--- src/rtl/if_stage.sv ---
`timescale 1ns/1ps
// Instruction fetch stage with IF/ID register, one-entry skid buffer
// and single-outstanding instruction memory port.
module if_stage #(
    parameter int                       WORD_BITWIDTH = 32,
    parameter logic [WORD_BITWIDTH-1:0] RESET_PC      = '0,
    parameter logic [WORD_BITWIDTH-1:0] NOP_INST      = 'h13
) (
    input  logic                     clk,
    input  logic                     rst,
    output logic                     imem_req,
    output logic [WORD_BITWIDTH-1:0] imem_addr,
    input  logic                     imem_rvalid,
    input  logic [WORD_BITWIDTH-1:0] imem_rdata,
    input  logic                     stall,
    input  logic                     redirect_valid,
    input  logic [WORD_BITWIDTH-1:0] redirect_pc,
    output logic                     if_id_valid,
    output logic [WORD_BITWIDTH-1:0] if_id_pc,
    output logic [WORD_BITWIDTH-1:0] if_id_instruction
);

    typedef enum logic [1:0] {
        S_IDLE = 2'd0,
        S_WAIT = 2'd1,
        S_HOLD = 2'd2
    } state_t;

    state_t                   state_q, state_d;
    logic [WORD_BITWIDTH-1:0] pc_q, pc_d;
    logic [WORD_BITWIDTH-1:0] pc_tgt_q, pc_tgt_d;
    logic                     discard_q, discard_d;
    logic [WORD_BITWIDTH-1:0] skid_pc_q, skid_pc_d;
    logic [WORD_BITWIDTH-1:0] skid_inst_q, skid_inst_d;
    logic                     vld_q, vld_d;
    logic [WORD_BITWIDTH-1:0] id_pc_q, id_pc_d;
    logic [WORD_BITWIDTH-1:0] id_inst_q, id_inst_d;
    logic                     accept;
    logic [WORD_BITWIDTH-1:0] pc_inc;

    assign accept = !stall || !vld_q;
    assign pc_inc = pc_q + WORD_BITWIDTH'(4);

    always_comb begin
        state_d     = state_q;
        pc_d        = pc_q;
        pc_tgt_d    = pc_tgt_q;
        discard_d   = discard_q;
        skid_pc_d   = skid_pc_q;
        skid_inst_d = skid_inst_q;
        vld_d       = vld_q;
        id_pc_d     = id_pc_q;
        id_inst_d   = id_inst_q;
        if (redirect_valid) begin
            vld_d     = 1'b0;
            id_inst_d = NOP_INST;
            unique case (state_q)
                S_WAIT: begin
                    if (imem_rvalid) begin
                        pc_d      = redirect_pc;
                        discard_d = 1'b0;
                    end else begin
                        // response still owed; park the target until it lands
                        discard_d = 1'b1;
                        pc_tgt_d  = redirect_pc;
                    end
                end
                default: begin
                    pc_d    = redirect_pc;
                    state_d = S_IDLE;
                end
            endcase
        end else begin
            if (!stall) begin
                vld_d     = 1'b0;
                id_inst_d = NOP_INST;
            end
            unique case (state_q)
                S_IDLE: begin
                    if (!stall) state_d = S_WAIT;
                end
                S_WAIT: begin
                    if (imem_rvalid) begin
                        if (discard_q) begin
                            pc_d      = pc_tgt_q;
                            discard_d = 1'b0;
                        end else if (accept) begin
                            vld_d     = 1'b1;
                            id_pc_d   = pc_q;
                            id_inst_d = imem_rdata;
                            pc_d      = pc_inc;
                            state_d   = stall ? S_IDLE : S_WAIT;
                        end else begin
                            skid_pc_d   = pc_q;
                            skid_inst_d = imem_rdata;
                            pc_d        = pc_inc;
                            state_d     = S_HOLD;
                        end
                    end
                end
                S_HOLD: begin
                    if (accept) begin
                        vld_d     = 1'b1;
                        id_pc_d   = skid_pc_q;
                        id_inst_d = skid_inst_q;
                        state_d   = S_IDLE;
                    end
                end
                default: state_d = S_IDLE;
            endcase
        end
    end

    always_ff @(posedge clk or posedge rst) begin
        if (rst) begin
            state_q     <= S_IDLE;
            pc_q        <= RESET_PC;
            pc_tgt_q    <= '0;
            discard_q   <= 1'b0;
            skid_pc_q   <= '0;
            skid_inst_q <= '0;
            vld_q       <= 1'b0;
            id_pc_q     <= '0;
            id_inst_q   <= NOP_INST;
        end else begin
            state_q     <= state_d;
            pc_q        <= pc_d;
            pc_tgt_q    <= pc_tgt_d;
            discard_q   <= discard_d;
            skid_pc_q   <= skid_pc_d;
            skid_inst_q <= skid_inst_d;
            vld_q       <= vld_d;
            id_pc_q     <= id_pc_d;
            id_inst_q   <= id_inst_d;
        end
    end

    assign imem_req          = (state_q == S_WAIT);
    assign imem_addr         = pc_q;
    assign if_id_valid       = vld_q;
    assign if_id_pc          = id_pc_q;
    assign if_id_instruction = id_inst_q;

endmodule

--- config.mk ---
export PLATFORM = sky130hd
export DESIGN_NAME = if_stage
export DESIGN_NICKNAME = d
export VERILOG_FILES = /design/src/rtl/if_stage.sv
export SDC_FILE = /design/constraint.sdc
export NUM_CORES = 1
export LEC_CHECK = 0
export ABC_AREA = 0
export BUFFER_PORTS_ARGS = -buffer_cell sky130_fd_sc_hd__buf_2
export CORE_MARGIN = 2
export CORE_UTILIZATION = 45
export DETAILED_ROUTE_END_ITERATION = 16
export PLACE_DENSITY_LB_ADDON = 0.25
export SLEW_MARGIN = 0
export SYNTH_ARGS = -nofsm -noshare
export SYNTH_HDL_FRONTEND = slang
export SYNTH_SLANG_ARGS = --single-unit
--- constraint.sdc ---
create_clock -name clk -period 18.2 [get_ports clk]
set_clock_uncertainty 0.15 [all_clocks]
set_input_delay 2.73 -clock clk [delete_from_list [all_inputs] [get_ports clk]]
set_output_delay 2.73 -clock clk [all_outputs]
set_load 0.03 [all_outputs]
==> summary.md <==
| Metric | Value |
|---|---|
| Number of global-route vias before repair | `7138` |
| Cts repair resizes | `0` |
| Buffer count from post-CTS setup fixing | `0` |
| Later-pin clock latency in the skew report | `0.44 ns` |
| Layout cells sized above 1 | `about a third` |
| Worst-path clk slew | `0.08 ns` |
| Leading post-synthesis cells by cell area | `dfrtp_1, mux2_2, mux2i_1` |
| Hold depth | `1` |
| Final total power | `1.710 mW` |
| Syn-to-layout area delta | `15.53%` |
| Chip Height | `150.9 µm` |
| Top FF cell, synth | `dfrtp_1` |
| Syn Inst Count | `876` |
| GP Congestion | `about 0.82` |
| H-tree Lvls | `4` |
| WL per Instance | `around 19 µm` |
| Max-Cap Viols | `0` |
| Syn Std Cell Area | `9708 µm²` |
| Hold Crit Class | `reg2reg` |
| Grt total ovfl | `0` |
| First-pass GRT wire length | `approximately 38000 µm` |
| Initial Util | `between 40 and 50%` |
| Outcome | `finished clean` |
| Width of the die | `150.9 µm` |
| WS Path Type | `in2reg` |
| Synth Warn # | `0` |
| Leakage power | `5.493 nW` |
| Largest net degree at the start of global routing | `137` |
| Worst Hold Path EP | `if_id_pc[9]$_DFFE_PP0P_` |
| Layout Nets | `1066` |
| Most frequent cells after synthesis | `dfrtp_1, mux2_2, inv_1` |
| Hpwl dp | `15330 µm` |
| Switching power | `0.7121 mW` |
| Gr usage total | `21.28%` |
| Internal power | `between 0.9 and 1 mW` |
| Clock period minus worst slack | `5.070 ns` |
| CTS tree | `yes` |
| Via/cell ratio | `about 5.8` |
| Die ar. | `roughly 23000 µm²` |
| Number of synthesized flops with an enable pin | `0` |
| Yosys top cell area share | `about 50%` |
| Register area share after synthesis | `50.56%` |
| Fin crit share | `27.85%` |
| CP Data Arrival Time | `around 5.2 ns` |
| Combinational share of power | `36.9%` |
| IO Pins | `167` |
| Cts hold-fix bufs | `0` |
| Switching share of power | `41.65%` |
| Asr flop ratio synth | `100.0%` |
| Root buf cell | `clkbuf_16` |
| Fmax | `roughly 200 MHz` |
| Post-synth net total | `between 900 and 1k` |
| FF-to-FF setup slack | `14.94 ns` |
| Busiest grt layer | `met2` |
| Rel. slew slack | `between 20 and 25%` |
| Routed Wire Length | `approximately 24000 µm` |
| Synth Register Bits | `196` |
| Worst IR drop on VDD | `0.08293 mV` |
| Routed Antenna Nets | `0` |
| Startpoint types | `input pin` |
| DR pass1 iterations | `6` |
| Reg2Reg Depth | `6` |
| PortBufs | `166` |
| Max Buffers Root-to-Sink | `2` |
| Core footprint | `roughly 21000 µm²` |
| Vias post-DR | `7416` |
| CP startpoint | `redirect_valid` |
| Iteration-0 DRC Markers | `530` |
| Reg power frac | `41.7%` |
| Grt met1 use | `29.84%` |
| Final slew viol count | `0` |
| Clock sinks | `between 150 and 200` |
| Clock share of power | `21.4%` |
| Area leader, netlist | `dfrtp_1` |
| Setup_tns | `0 ns` |
| Peak fanout along the critical path | `80` |
| Final hold violations | `0` |
| Cell area power density | `between 150 and 200 nW/µm²` |
| Row cnt | `53` |
| Hold Startpoint | `if_id_pc[9]$_DFFE_PP0P_` |
| Residual DRC count | `0` |
| R2R Path End | `if_id_pc[10]$_DFFE_PP0P_` |
| Critical Path End Type | `register` |
| Met2 usage | `33.32%` |
| Synth Area per Inst | `between 10 and 15 µm²` |
| TritonCTS Buffers | `17` |
| Setup-failing EPs final | `0` |
| CP required | `18.37 ns` |
| Initial antenna violation count | `1` |
| Met3 Usage GRT | `between 4 and 5%` |
| Unique masters post-synth | `67` |
| Worst-Margin Slew | `about 1.2 ns` |
| Count leader, synth | `dfrtp_1` |
| RSZ-0062 raised after global routing | `no` |
| Worst r2r src | `state_q[0]$_DFFE_PP0P_` |
==> registers in the layout (all words and copies together) (netlist names) <==
signal             count
if_id_valid            1
if_id_instruction     32
discard_q              1
skid_inst_q           32
if_id_pc              32
imem_addr             32
pc_tgt_q              32
skid_pc_q             32
state_q                2
==> cell families after synthesis <==
kind of cell | synth area share (%)
buf+inv | 6.470
mux | 18.56
compound gates | 15.17
fa+ha+maj | 0.5156
flops | 50.56
simple gates | 8.726
==> layer usage <==
metal,vias to the layer above,wire [µm],share of wire (%)
met5,-,0,0
met4,0,329,1.4
met3,26,1393,5.8
met2,235,11100,46
met1,3679,11070,46
li1,3476,-,-
==> worst max-delay path, cell delays in order <==
cell and delay [ns]:
buf_2 0.08, buf_4 0.68, inv_1 0.30, or3_1 0.75
buf_4 0.36, mux2_2 0.29
==> metrics by stage <==
step	instance area, µm²	instances	hold WS, ns	util [%]	worst slack [ns]
after global routing	11220	1282	0.3567	53.19	13.00
after detailed placement	10650	1249	0.3230	50.49	12.70
after global placement	10650	1249	0.3171	50.49	12.75
after CTS	11210	1281	0.3433	53.17	13.18
final	11220	1282	0.3387	53.19	13.13
after floorplan	9708	876	0.3007	-	9.984
==> power groups by stage <==
stage | combinational (mW) | sequential (mW) | clock, mW
detailed placement | 0.633 | 0.721 | 0
CTS | 0.635 | 0.713 | 0.375
finish | 0.630 | 0.714 | 0.366
floorplan | 0.358 | 0.807 | 0
global placement | 0.623 | 0.718 | 0
global route | 0.688 | 0.736 | 0.392
==> worst max-delay path by stage <==
| stage | to | cells after the start |
|---|---|---|
| floorplan | discard_q$_DFFE_PP0P_ | 1 |
| global placement | pc_tgt_q[7]$_DFFE_PP0P_ | 6 |
| detailed placement | pc_tgt_q[15]$_DFFE_PP0P_ | 6 |
| CTS | pc_tgt_q[6]$_DFFE_PP0P_ | 6 |
| global route | pc_tgt_q[6]$_DFFE_PP0P_ | 6 |
| finish | pc_tgt_q[6]$_DFFE_PP0P_ | 6 |
==> layout by cell type (no fill, tap or decap), types with 13 or more instances in the layout <==
master     Yosys  final
buf_2         15    166
nand2_1       35     35
clkbuf_16      0     17
mux2_2       124    124
buf_4          2     13
inv_1         71     70
o32ai_1       29     29
a32oi_1       29     29
a21oi_1       18     18
dfrtp_1      193    193
a22oi_1       14     14
mux2i_1       36     35
o21ai_0       34     33
nor2_1        54     54
==> final cells by class <==
cell class,count,area [µm²]
Fill cell,1906,9872
Sequential cell,196,4908
Multi-Input combinational cell,528,4193
Timing Repair Buffer,179,928.4
Clock buffer,17,425.4
Tap cell,275,344.1
Inverter,71,274.0
Clock inverter,15,140.1
Antenna cell,1,2.502
Note: power is estimated with default switching activity, not from simulation.
